### src/rtl/change_dispenser_if.sv
// Request/stock/payout signal bundle between the vending controller and the
// coin-payout unit.
interface change_dispenser_if #(
   parameter int AMT_W = 4,
   parameter int CNT_W = 4
);
   logic             start;
   logic [AMT_W-1:0] amount;
   logic             refill;
   logic [CNT_W-1:0] refill_five;
   logic [CNT_W-1:0] refill_two;
   logic [CNT_W-1:0] refill_one;
   logic             busy;
   logic             pay_five;
   logic             pay_two;
   logic             pay_one;
   logic             done;
   logic             short;
   logic [AMT_W-1:0] rem_amt;
   logic [CNT_W-1:0] stock_five;
   logic [CNT_W-1:0] stock_two;
   logic [CNT_W-1:0] stock_one;

   modport master (
      output start, amount, refill, refill_five, refill_two, refill_one,
      input  busy, pay_five, pay_two, pay_one, done, short, rem_amt,
             stock_five, stock_two, stock_one
   );

   modport slave (
      input  start, amount, refill, refill_five, refill_two, refill_one,
      output busy, pay_five, pay_two, pay_one, done, short, rem_amt,
             stock_five, stock_two, stock_one
   );
endinterface

### src/rtl/change_dispenser.sv
// Coin-payout unit: pays a requested amount as single-cycle 5/2/1 coin
// pulses, greedy selection against a finite per-denomination stock.
//
// state    | meaning
// ---------+-----------------------------------------------------------
// S_IDLE   | waiting for start / refill
// S_SELECT | pick the next coin, or decide completion (short or not)
// S_PULSE  | one-cycle eject pulse; amount and stock decrement
// S_GAP    | PULSE_GAP idle cycles between pulses
// S_FINISH | one-cycle done pulse
module change_dispenser #(
   parameter int AMT_W      = 4,
   parameter int CNT_W      = 4,
   parameter int INIT_STOCK = 4,
   parameter int PULSE_GAP  = 1
) (
   input  logic                clk,
   input  logic                reset,
   change_dispenser_if.slave   bus
);
   typedef enum logic [2:0] {S_IDLE, S_SELECT, S_PULSE, S_GAP, S_FINISH} state_t;
   typedef enum logic [1:0] {C_NONE, C_FIVE, C_TWO, C_ONE} coin_t;

   localparam int GAP_W = (PULSE_GAP > 1) ? $clog2(PULSE_GAP) : 1;
   localparam logic [GAP_W-1:0] GAP_LOAD = (PULSE_GAP > 0) ? GAP_W'(PULSE_GAP - 1) : '0;

   state_t           state, next_state;
   coin_t            coin, coin_sel;
   logic             short_set;
   logic             short_r;
   logic [AMT_W-1:0] rem_amt;
   logic [AMT_W-1:0] coin_val;
   logic [CNT_W-1:0] stock_five, stock_two, stock_one;
   logic [GAP_W-1:0] gap_cnt;

   // State register
   always_ff @(posedge clk or negedge reset) begin
      if (!reset) state <= S_IDLE;
      else        state <= next_state;
   end

   // Next-state logic and greedy coin selection
   always_comb begin
      next_state = state;
      coin_sel   = C_NONE;
      short_set  = 1'b0;
      case (state)
         S_IDLE: begin
            if (bus.start) next_state = S_SELECT;
         end
         S_SELECT: begin
            if (rem_amt >= AMT_W'(5) && stock_five != '0) begin
               coin_sel   = C_FIVE;
               next_state = S_PULSE;
            end else if (rem_amt >= AMT_W'(2) && stock_two != '0) begin
               coin_sel   = C_TWO;
               next_state = S_PULSE;
            end else if (rem_amt >= AMT_W'(1) && stock_one != '0) begin
               coin_sel   = C_ONE;
               next_state = S_PULSE;
            end else begin
               short_set  = (rem_amt != '0);
               next_state = S_FINISH;
            end
         end
         S_PULSE: begin
            next_state = (PULSE_GAP == 0) ? S_SELECT : S_GAP;
         end
         S_GAP: begin
            if (gap_cnt == '0) next_state = S_SELECT;
         end
         S_FINISH: begin
            next_state = S_IDLE;
         end
         default: next_state = S_IDLE;
      endcase
   end

   // Value of the coin currently being ejected
   always_comb begin
      coin_val = '0;
      case (coin)
         C_FIVE:  coin_val = AMT_W'(5);
         C_TWO:   coin_val = AMT_W'(2);
         C_ONE:   coin_val = AMT_W'(1);
         default: coin_val = '0;
      endcase
   end

   // Amount, stock, shortfall flag and gap timer
   always_ff @(posedge clk or negedge reset) begin
      if (!reset) begin
         coin       <= C_NONE;
         rem_amt    <= '0;
         short_r    <= 1'b0;
         gap_cnt    <= '0;
         stock_five <= CNT_W'(INIT_STOCK);
         stock_two  <= CNT_W'(INIT_STOCK);
         stock_one  <= CNT_W'(INIT_STOCK);
      end else begin
         case (state)
            S_IDLE: begin
               if (bus.refill) begin
                  stock_five <= bus.refill_five;
                  stock_two  <= bus.refill_two;
                  stock_one  <= bus.refill_one;
               end
               if (bus.start) begin
                  rem_amt <= bus.amount;
                  short_r <= 1'b0;
               end
            end
            S_SELECT: begin
               coin <= coin_sel;
               if (short_set) short_r <= 1'b1;
            end
            S_PULSE: begin
               rem_amt <= rem_amt - coin_val;
               gap_cnt <= GAP_LOAD;
               case (coin)
                  C_FIVE:  stock_five <= stock_five - CNT_W'(1);
                  C_TWO:   stock_two  <= stock_two  - CNT_W'(1);
                  C_ONE:   stock_one  <= stock_one  - CNT_W'(1);
                  default: ;
               endcase
            end
            S_GAP: begin
               if (gap_cnt != '0) gap_cnt <= gap_cnt - GAP_W'(1);
            end
            default: ;
         endcase
      end
   end

   assign bus.busy       = (state != S_IDLE);
   assign bus.pay_five   = (state == S_PULSE) && (coin == C_FIVE);
   assign bus.pay_two    = (state == S_PULSE) && (coin == C_TWO);
   assign bus.pay_one    = (state == S_PULSE) && (coin == C_ONE);
   assign bus.done       = (state == S_FINISH);
   assign bus.short      = short_r;
   assign bus.rem_amt    = rem_amt;
   assign bus.stock_five = stock_five;
   assign bus.stock_two  = stock_two;
   assign bus.stock_one  = stock_one;
endmodule

### src/flat_wrapper.sv
// flat-port wrapper written by rule: the top's interface ports become plain ports
module change_dispenser_flat 
#(
   parameter int AMT_W      = 4,
   parameter int CNT_W      = 4,
   parameter int INIT_STOCK = 4,
   parameter int PULSE_GAP  = 1
)
  (clk, reset, bus_start, bus_amount, bus_refill, bus_refill_five, bus_refill_two, bus_refill_one, bus_busy, bus_pay_five, bus_pay_two, bus_pay_one, bus_done, bus_short, bus_rem_amt, bus_stock_five, bus_stock_two, bus_stock_one);
  change_dispenser_if #(.AMT_W(AMT_W), .CNT_W(CNT_W)) bus_i ();
  input  logic clk;
  input  logic reset;
  input wire logic [$bits(bus_i.start)-1:0] bus_start;
  input wire logic [$bits(bus_i.amount)-1:0] bus_amount;
  input wire logic [$bits(bus_i.refill)-1:0] bus_refill;
  input wire logic [$bits(bus_i.refill_five)-1:0] bus_refill_five;
  input wire logic [$bits(bus_i.refill_two)-1:0] bus_refill_two;
  input wire logic [$bits(bus_i.refill_one)-1:0] bus_refill_one;
  output wire logic [$bits(bus_i.busy)-1:0] bus_busy;
  output wire logic [$bits(bus_i.pay_five)-1:0] bus_pay_five;
  output wire logic [$bits(bus_i.pay_two)-1:0] bus_pay_two;
  output wire logic [$bits(bus_i.pay_one)-1:0] bus_pay_one;
  output wire logic [$bits(bus_i.done)-1:0] bus_done;
  output wire logic [$bits(bus_i.short)-1:0] bus_short;
  output wire logic [$bits(bus_i.rem_amt)-1:0] bus_rem_amt;
  output wire logic [$bits(bus_i.stock_five)-1:0] bus_stock_five;
  output wire logic [$bits(bus_i.stock_two)-1:0] bus_stock_two;
  output wire logic [$bits(bus_i.stock_one)-1:0] bus_stock_one;
  assign bus_i.start = bus_start;
  assign bus_i.amount = bus_amount;
  assign bus_i.refill = bus_refill;
  assign bus_i.refill_five = bus_refill_five;
  assign bus_i.refill_two = bus_refill_two;
  assign bus_i.refill_one = bus_refill_one;
  assign bus_busy = bus_i.busy;
  assign bus_pay_five = bus_i.pay_five;
  assign bus_pay_two = bus_i.pay_two;
  assign bus_pay_one = bus_i.pay_one;
  assign bus_done = bus_i.done;
  assign bus_short = bus_i.short;
  assign bus_rem_amt = bus_i.rem_amt;
  assign bus_stock_five = bus_i.stock_five;
  assign bus_stock_two = bus_i.stock_two;
  assign bus_stock_one = bus_i.stock_one;
  change_dispenser #(.AMT_W(AMT_W), .CNT_W(CNT_W), .INIT_STOCK(INIT_STOCK), .PULSE_GAP(PULSE_GAP)) u_core (.clk(clk), .reset(reset), .bus(bus_i));
endmodule
### config.mk
export PLATFORM = sky130hd
export DESIGN_NAME = change_dispenser_flat
export DESIGN_NICKNAME = d
export VERILOG_FILES = /design/src/rtl/change_dispenser_if.sv /design/src/rtl/change_dispenser.sv /design/src/flat_wrapper.sv
export SDC_FILE = /design/constraint.sdc
export NUM_CORES = 1
export LEC_CHECK = 0
export ABC_CLOCK_PERIOD_IN_PS = 3670
export BUFFER_PORTS_ARGS = -buffer_cell sky130_fd_sc_hd__buf_4
export CORE_AREA = 2 2 55 57
export DETAILED_ROUTE_END_ITERATION = 7
export DIE_AREA = 0 0 57 59
export GPL_ROUTABILITY_DRIVEN = 0
export MAX_ROUTING_LAYER = met4
export PLACE_DENSITY_LB_ADDON = 0.1
export REMOVE_ABC_BUFFERS = 1
export SYNTH_ARGS = -nofsm -noshare
export SYNTH_HDL_FRONTEND = slang
export SYNTH_SLANG_ARGS = --single-unit
### constraint.sdc
create_clock -name clk -period 3.67 [get_ports clk]
set_input_delay 0.367 -clock clk [delete_from_list [all_inputs] [get_ports clk]]
set_output_delay 0.367 -clock clk [all_outputs]
set_load 0.02 [all_outputs]
# Word level (Yosys, flattened, before mapping)
# Index checks and enable logic that the tools add are counted.
# W data, S select, Z words.
[word_totals]
latchBits = 0
ramBits = 0
wordCells = 81
ff_bits = 23
n_memories = 0
mem_bits_ro = 0
[op_classes]
mul = 0
magnitude_cmp = 3
n_reduce_logical = 21
eq_ne = 14
addsub = 5
n_mux = 30
div_mod_pow = 0
bitwise = 0
shifts = 0
[ops]
columns = ["operator", "count"]
rows = [
  ["$pmux W4 S2", 4],
  ["$mux W4", 7],
  ["$reduce_bool A4 Y1", 4],
  ["$mux W3", 5],
  ["$ne A2 B2 Y1 const B", 6],
  ["$pmux W3 S4", 1],
  ["$reduce_and A3 Y1", 4],
  ["$sub A4 B1 Y4 const B", 3],
  ["$pmux W3 S3", 1],
  ["$mux W1", 7],
  ["$eq A3 B2 Y1 const B", 2],
  ["$logic_and A1 B1 Y1", 6],
  ["$mux W2", 3],
  ["$reduce_bool A2 Y1", 3],
  ["$eq A2 B2 Y1 const B", 2],
  ["$ge A4 B1 Y1 const B", 1],
  ["$ge A4 B2 Y1 const B", 1],
  ["$ge A4 B3 Y1 const B", 1],
  ["$pmux W1 S2", 2],
  ["$reduce_and A2 Y1", 2],
  ["$sub A4 B3 Y4", 1],
  ["$eq A3 B1 Y1 const B", 1],
  ["$eq A3 B3 Y1 const B", 1],
  ["$logic_not A3 Y1", 1],
  ["other kinds (4)", 4],
]

# Depth between registers and ports, before layout
# Gate-level depths: netlist (run 1).
[depth]
ltp_word = 8
ltp_mapped = 7
ltp_nobuf = 7

# Worst setup path after synthesis (run 1)
# No wires, ideal clock.
[synth_timing]
kind = "reg-to-reg"
start = "register u_core.rem_amt[0], in the netlist u_core.bus.rem_amt[0]"
end = "register u_core.rem_amt[2], in the netlist u_core.bus.rem_amt[2]"
path_buffers = 0
t_required_ns = 3.549
arrival_time_ns = 1.541
slack_ns = 2.007
setup_time_ns = 0.121
stages_incl_launch_ff = 7
path_cell_list = "dfrtp_1 inv_1 ha_1 fa_1 xor2_1 a21oi_1 o22a_1"
[synth_via]
elab_chain_len = 2
[synth_lines]
columns = ["element", "line", "source"]
rows = [
  ["start, declared", "change_dispenser.sv:31", "logic [AMT_W-1:0] rem_amt;"],
  ["start signal, assigned", "change_dispenser.sv:109", "rem_amt <= bus.amount;"],
  ["start signal, assigned", "change_dispenser.sv:118", "rem_amt <= rem_amt - coin_val;"],
  ["$sub A4 B3 Y4", "change_dispenser.sv:118", ""],
  ["$pmux W4 S2", "change_dispenser.sv:101", "case (state)"],
]
# Every way passes these cells.
# A chain may end at the register's enable or synchronous reset.

# Worst setup path in the final report (run 1)
[layout_timing]
start = "register u_core.state[1]"
end = "output bus_pay_five"
[layout_via]
elab_chain_len = 2
[layout_lines]
columns = ["element", "line", "source"]
rows = [
  ["start, declared", "change_dispenser.sv:27", "state_t state, next_state;"],
  ["start signal, assigned", "change_dispenser.sv:39", "else state <= next_state;"],
  ["$eq A3 B2 Y1", "change_dispenser.sv:136", "assign bus.pay_five = (state == S_PULSE) && (coin == C_FIVE);"],
  ["$logic_and A1 B1 Y1", "change_dispenser.sv:136", ""],
  ["end, declared", "flat_wrapper.sv:20", "output wire logic [$bits(bus_i.pay_five)-1:0] bus_pay_five;"],
]
# Every way passes these cells.

==> summary.md, run 1 <==
| Metric | Value |
|---|---|
| Number of clock sinks | 22 |
| Worst IR Drop VDD | 0.656 mV |
| Gate family responsible for the most delay along the worst path | flip-flops |
| Outcome | completed |
| H-tree lvl count | 1 |
| Core Box Area | 2710 um^2 |
| Number of maximum-capacitance violations | 0 |
| Mapped Avg Cell Area | 8.68 um^2 |
| Cell count after synthesis | 164 |
| Final sum of negative setup slack | 0 ns |
| Cell Area, Synth | 1420 um^2 |
| Wire length of the first global-routing pass | 5190 um |
| Critical path origin | u_core.state[1] |
| Crit-path max cell delay | 0.71 ns |
| Antenna violations before repair | 0 |
| Number of register bits inferred by synthesis | 22 |
| Number of iterations in the first detailed-routing pass | 4 |
| Worst r2r src | u_core.state[1] |
| Via count of the first global-routing pass | 1188 |
| Largest net degree at the start of global routing | 25 |
| Final worst-path setup slack | 1.46 ns |
| Clock buffers created by TritonCTS | 3 |
| Cell at the root of the clock tree | clkbuf_4 |
| Start point of the worst hold path | bus_refill_two[0] |
| Class of the worst hold path | input port to register |
| Areal power density over the cells | 895 nW/um^2 |
| Shortest clock period the worst path allows after layout | 2.21 ns |
| Number of synthesized flops with an enable pin | 0 |
| Arrival time at the worst endpoint | 1.84 ns |
| Yosys warning total | 0 |
| Reg clk slew, reported paths | 0.13 ns |
| Measured slew at the worst slew-check pin | 0.539 ns |
| Ys flop type | dfrtp_1 |
| Total via count after detailed routing | 1272 |
| Maximum frequency from static timing analysis | 453 MHz |
| Async set or reset register ratio after synthesis | 1.00 |
| Remaining Overflow, GRT | 0 |
| Maximum buffer depth of the clock tree | 2 |
| Count of endpoints failing hold in the final timing report | 0 |
| Routed length per placed instance | 13.6 um |
| Placed instance count | 230 |
| All-Layer GR Usage | 0.208 |
| Post-DP HPWL | 2390 um |
| Unique masters post-synth | 44 |
| Remaining design rule violation count | 0 |
| Worst Hold Slack | 0.270 ns |
| Buffers and inverters on the worst path | 1 |
| Vias per Instance | 5.41 |
| Die extent in y | 59 um |
| Skew final | 0.00307 ns |
| Cell leakage power | 0.000843 uW |
| Worst slew slack as a fraction of its limit | 0.641 |
| Final non-filler cell total | 235 |
| # hold bufs at CTS | 1 |
| Ratio of final minimum period to clock period | 0.602 |
| Series of cell instances along the critical path | nand2_2, nor2_2, buf_4 |
| Final net count | 232 |
| # resized after CTS | 0 |
| Share of layout cells above drive strength 1 | 0.284 |
| Setup Slack @ Placement | 1.84 ns |
| Peak fanout along the critical path | 24 |
| CP max stage cell | dfrtp_1 |
| Share of synthesized area occupied by flip-flops and latches | 0.389 |
| CP Class | register to primary output |
| Ports | 42 |
| Clock tree from TritonCTS | built |
| Area Growth Syn to Fin | 25.0% |
| Worst EP required | 3.30 ns |
| Finish-stage setup viols | 0 |
| ANT cells | 0 |
| Endpoint class of the critical path | primary output |
| Final WL | 3190 um |
| Number of violations reported at the end of detailed-routing iteration 0 | 27 |
| Startpoint type of the worst setup path | register |
| Core Util, Final | 0.657 |
| Number of pins exceeding their max-slew limit in the final report | 0 |
| Register-to-register setup slack | 1.83 ns |
| Chip Width | 57 um |
| Source-to-sink clock delay at the later pin of the worst-skew pair | 0.33 ns |
| Initial cell density of the core | 0.525 |
| Unrepaired setup endpoints after global routing | no |
| Post-route antenna net violation count | 0 |
| Full die area | 3360 um^2 |
| Buffer count from post-CTS setup fixing | 0 |
| Number of rows created at floorplan | 19 |
| Number of I/O port buffers | 41 |
layer usage:
metal,up-vias,share of wire,GRT usage
met5,-,0,-
met4,0,0.019,0.0897
met3,7,0.039,0.0349
met2,25,0.49,0.350
met1,589,0.45,0.247
li1,651,-,-
cells in the mapped netlist, drive strengths merged, types with 5 or more instances:
master | number | area share
a21oi | 17 | 0.060
buf | 5 | 0.024
dfrtp | 19 | 0.33
ha | 6 | 0.053
inv | 15 | 0.040
nand2 | 9 | 0.025
nand2b | 7 | 0.031
nor2 | 20 | 0.060
nor3 | 5 | 0.018
o21ai | 17 | 0.070
o22a | 6 | 0.037
kinds of logic after synthesis:
kind of cell | after synthesis | share of synthesized area
buffers and inverters | 21 | 0.0659
multiplexers | 1 | 0.00703
adder cells (fa/ha/maj) | 7 | 0.0668
flip-flops | 22 | 0.389
AND/OR/NAND/NOR | 59 | 0.225
XOR/XNOR | 1 | 0.00615
AO/OA/AOI/OAI | 53 | 0.240
cells in the final DEF, fill, tap and decap left out, drive strengths merged, types with 2 or more instances in the layout:
master   n
o21a     4
nand2    9
nand3    4
o32a     2
nor3     5
o21ai   17
buf     41
and3b    2
inv     15
dfrtp   19
nor3b    4
nor2b    2
dfstp    3
clkbuf   4
and3     2
o22a     6
a21oi   17
nor2    20
ha       6
nand2b   7
sequential cells by signal (all words and copies together), names as in the netlist:
register / flops
u_core.bus.rem_amt: 4
u_core.bus.stock_five: 4
u_core.bus.stock_one: 4
u_core.bus.stock_two: 4
u_core.state: 3
u_core.coin: 2
u_core.bus.short: 1
layout make-up:
cell class / count / area, um^2
multi-input combinational: 121 / 776
clock buffer: 4 / 36.3
tap: 31 / 38.8
fill: 248 / 931
sequential: 22 / 554
timing repair buffer: 42 / 318
inverter: 15 / 56.3
stage by stage:
stage | area [um^2] | power, uW
2_1_floorplan | 1390 | 1140
3_3_place_gp | 1730 | 1420
3_5_place_dp | 1730 | 1460
4_1_cts | 1780 | 1610
5_1_grt | 1780 | 1730
6_report | 1780 | 1590
report_power, final:
part / total [uW] / leakage, uW / switching [uW] / internal, uW
Clock: 146 / 0.0000210 / 85.3 / 60.9
Sequential: 522 / 0.000257 / 160 / 362
Combinational: 925 / 0.000565 / 507 / 418
final timing paths:
kind                       depth (start not counted)                       end
max in group asynchronous                          2   u_core.bus.stock_one[2]
max                                                3              bus_pay_five
min in group asynchronous                          2     u_core.bus.rem_amt[2]
max reg2reg                                        3  u_core.bus.stock_five[3]
min reg2reg                                        1          u_core.bus.short
min                                                3   u_core.bus.stock_two[0]
worst min-delay path: stages:
cell	delay, ns
buf_4	0.11
nand2_1	0.04
o21ai_0	0.06
(Power assumes the default switching activity.)
==> run 2, diff against run 1 <==
--- a/config.mk
+++ b/config.mk
@@ -5,11 +5,12 @@
 export SDC_FILE = /design/constraint.sdc
 export NUM_CORES = 1
 export LEC_CHECK = 0
-export ABC_CLOCK_PERIOD_IN_PS = 3670
+export ABC_AREA = 1
+export ABC_CLOCK_PERIOD_IN_PS = 1900
 export BUFFER_PORTS_ARGS = -buffer_cell sky130_fd_sc_hd__buf_4
-export CORE_AREA = 2 2 55 57
+export CORE_AREA = 2 2 60 62
 export DETAILED_ROUTE_END_ITERATION = 7
-export DIE_AREA = 0 0 57 59
+export DIE_AREA = 0 0 62 64
 export GPL_ROUTABILITY_DRIVEN = 0
 export MAX_ROUTING_LAYER = met4
 export PLACE_DENSITY_LB_ADDON = 0.1
==> constraint.sdc (replaced) <==
create_clock -name clk -period 1.9 [get_ports clk]
set_input_delay 0.19 -clock clk [delete_from_list [all_inputs] [get_ports clk]]
set_output_delay 0.19 -clock clk [all_outputs]
set_load 0.02 [all_outputs]
==> summary.md, run 2 <==
| Metric | Value |
|---|---|
| Antenna violations before repair | 0 (unchanged) |
| Routing usage on met3 | 0.0364 (was 0.0349) |
| Cell leakage power | 0.000990 uW (was 0.000843 uW) |
| H-tree lvl count | 1 (unchanged) |
| Post-DP HPWL | 2560 um (was 2390 um) |
| Number of violations reported at the end of detailed-routing iteration 0 | 74 (was 27) |
| Vias per Instance | 4.92 (was 5.41) |
| Reg clk slew, reported paths | 0.14 ns (was 0.13 ns) |
| End point of the most critical hold path | u_core.bus.stock_two[3] (was u_core.bus.stock_two[0]) |
| Area used by multi-input combinational logic | 797 um^2 (was 776 um^2) |
| Share of synthesized area occupied by flip-flops and latches | 0.373 (was 0.389) |
| Arrival time at the worst endpoint | 1.96 ns (was 1.84 ns) |
| Clock buffers created by TritonCTS | 3 (unchanged) |
| Mapped Avg Cell Area | 8.17 um^2 (was 8.68 um^2) |
| Remaining Overflow, GRT | 0 (unchanged) |
| Reg2Reg Depth | 9 (was 3) |
| Top-area cell type share of the netlist area | 0.320 (was 0.334) |
| Yosys warning total | 0 (unchanged) |
| Peak fanout along the critical path | 6 (was 24) |
| Startpoint type of the worst setup path | register (unchanged) |
| Total power | 3560 uW (was 1590 uW) |
| Worst EP required | 2.14 ns (was 3.30 ns) |
| Number of synthesized flops with an enable pin | 0 (unchanged) |
| Core Util, Final | 0.587 (was 0.657) |
| Worst Hold Slack | 0.101 ns (was 0.270 ns) |
| Total via count after detailed routing | 1359 (was 1272) |
| Final net count | 258 (was 232) |
| Maximum frequency from static timing analysis | 581 MHz |
| Shortest clock period the worst path allows after layout | 1.72 ns |
| Number of maximum-capacitance violations | 0 (unchanged) |
| Unique masters post-synth | 32 (was 44) |
| Leading cell type by number of instances after synthesis | nand2_1 (was dfrtp_1) |
| Number of register bits inferred by synthesis | 22 (unchanged) |
| Leading area contributor after synthesis | dfrtp_1 (unchanged) |
| Full die area | 3970 um^2 (was 3360 um^2) |
| Finish-stage setup viols | 0 (unchanged) |
| Clock tree from TritonCTS | built (unchanged) |
| CP Class | register to register (was register to primary output) |
| Maximum buffer depth of the clock tree | 2 (unchanged) |
| Initial cell density of the core | 0.453 (was 0.525) |
| Cell count after synthesis | 182 (was 164) |
| Cell at the root of the clock tree | clkbuf_4 (unchanged) |
| Number of inserted filler cells in the final layout | 311 (was 248) |
| Number of clock sinks | 22 (unchanged) |
| Source-to-sink clock delay at the later pin of the worst-skew pair | 0.33 ns (about the same) |
| Met2 capacity usage during global routing | 0.326 (was 0.350) |
| Leading cell type in the layout, fill and taps excluded | buf_4 (unchanged) |
| Final WL | 3400 um (was 3190 um) |
| Wire length of the first global-routing pass | 5700 um (was 5190 um) |
| Register Area | 556 um^2 (was 554 um^2) |
| Endpoint class of the critical path | register (was primary output) |
| Remaining design rule violation count | 0 (unchanged) |
| Commonest cells after routing, fill and taps aside | buf_4, nand2_1, inv_1 (was buf_4, dfrtp_1, nor2_1) |
| Endpoint of the worst register-to-register path | u_core.bus.rem_amt[3] (was u_core.bus.stock_five[3]) |
| Cell depth of the worst hold path | 3 (unchanged) |
| Start point of the worst hold path | bus_refill_two[3] (was bus_refill_two[0]) |
| Unrepaired setup endpoints after global routing | no (unchanged) |
| Ratio of final minimum period to clock period | 0.906 |
| Number of rows created at floorplan | 21 (was 19) |
| Measured slew at the worst slew-check pin | 0.323 ns (was 0.539 ns) |
| ANT cells | 0 (unchanged) |
| Share of layout cells above drive strength 1 | 0.339 (was 0.284) |
| Number of I/O port buffers | 41 (unchanged) |
| Cell Area, Synth | 1490 um^2 (was 1420 um^2) |
| Post-route antenna net violation count | 0 (unchanged) |
| Area Growth Syn to Fin | 29.7% (was 25.0%) |
| Worst slew slack as a fraction of its limit | 0.785 (was 0.641) |
| Top cells by area in the synthesized netlist | dfrtp_1, nand2_1, inv_1, dfstp_2, ha_1 (was dfrtp_1, a21oi_1, dfstp_2, ha_1, o21ai_0) |
| Outcome | completed (unchanged) |
| Global routing usage on met1 | 0.228 (was 0.247) |
| Layer with the highest usage | met2 (unchanged) |
| Number of iterations in the first detailed-routing pass | 4 (unchanged) |
| Register-to-register setup slack | 0.18 ns (was 1.83 ns) |
| Core Box Area | 3280 um^2 (was 2710 um^2) |
| Chip Width | 62 um (was 57 um) |
| Via count of the first global-routing pass | 1336 (was 1188) |
| All-Layer GR Usage | 0.194 (was 0.208) |
| Async set or reset register ratio after synthesis | 1.00 (unchanged) |
| Class of the worst hold path | input port to register (unchanged) |
| Worst IR Drop VDD | 0.664 mV (was 0.656 mV) |
| Ys flop type | dfrtp_1 (unchanged) |
| Skew final | 0.00488 ns (was 0.00307 ns) |
| Worst r2r src | u_core.coin[0] (was u_core.state[1]) |
| Die extent in y | 64 um (was 59 um) |
| Routed length per placed instance | 12.3 um (was 13.6 um) |
| Count of endpoints failing hold in the final timing report | 0 (unchanged) |
| Areal power density over the cells | 1850 nW/um^2 (was 895 nW/um^2) |
| Largest net degree at the start of global routing | 23 (was 25) |
| Number of pins exceeding their max-slew limit in the final report | 0 (unchanged) |
| Ports | 42 (unchanged) |
| Synth cell count leaders | nand2_1, inv_1, dfrtp_1, o21ai_0, nor2_1 (was dfrtp_1, nor2_1, a21oi_1, inv_1, o21ai_0) |
| Final sum of negative setup slack | 0 ns (unchanged) |
## run 2: critical path, stage by stage (launching register included)
cell,delay (ns)
dfrtp_1,0.52
nor2_2,0.24
inv_1,0.08
ha_1,0.29
nand3b_1,0.11
nand2_1,0.07
a21oi_1,0.12
o21ai_0,0.09
nand2_1,0.06
nand2_1,0.04
## run 2: repair_timing
action                     4_1_cts  5_1_grt
setup buffers                    0        3
hold buffers                     1        0
hold endpoints to repair        19        0
setup endpoints to repair        0        2
gates resized for setup          0        2
## run 2: cell families after synthesis
group | count (synthesis) | share of synthesized area
AOI/OAI and AO/OA | 40 | 0.165
xor gates and xnor gates | 3 | 0.0177
and+or+nand+nor | 78 | 0.288
buffers and inverters | 32 | 0.0934
adders and majority gates | 7 | 0.0639
DFF | 22 | 0.373
## run 2: worst max path at each step
stage,from,end,slack [ns],cells after the start
after floorplan,u_core.coin[0],u_core.bus.rem_amt[3],0.33,9
after global placement,u_core.coin[0],u_core.bus.rem_amt[3],0.27,9
after detailed placement,u_core.coin[0],u_core.bus.rem_amt[3],0.17,9
after CTS,u_core.state[1],bus_pay_five,0.09,5
after global routing,u_core.coin[0],u_core.bus.rem_amt[3],0.02,9
final,u_core.coin[0],u_core.bus.rem_amt[3],0.18,9
## run 2: cell type report
type / count / share of cell area
inverter: 29 / 0.0577
clock buffer: 3 / 0.0117
multi-input combinational: 128 / 0.413
clock inverter: 1 / 0.0156
tap: 46 / 0.0298
timing repair buffer: 47 / 0.184
sequential: 22 / 0.288
## run 2: metal layers
layer,wire [um],vias up
met5,0,-
met4,31,0
met3,175,4
met2,1720,40
met1,1470,628
li1,-,687
## run 2: metrics by stage
| step | area, um^2 | setup slack (ns) | instances |
|---|---|---|---|
| 4_1_cts | 1900 | 0.0851 | 273 |
| 2_1_floorplan | 1460 | 0.326 | 179 |
| 3_5_place_dp | 1840 | 0.167 | 268 |
| 3_3_place_gp | 1840 | 0.272 | 268 |
| 5_1_grt | 1930 | 0.0185 | 276 |
| 6_report | 1930 | 0.179 | 276 |
## run 2: power breakdown
| part | switching, uW | total [uW] | internal, uW |
|---|---|---|---|
| combinational | 1320 | 2210 | 887 |
| clock | 169 | 382 | 213 |
| sequential | 249 | 969 | 720 |
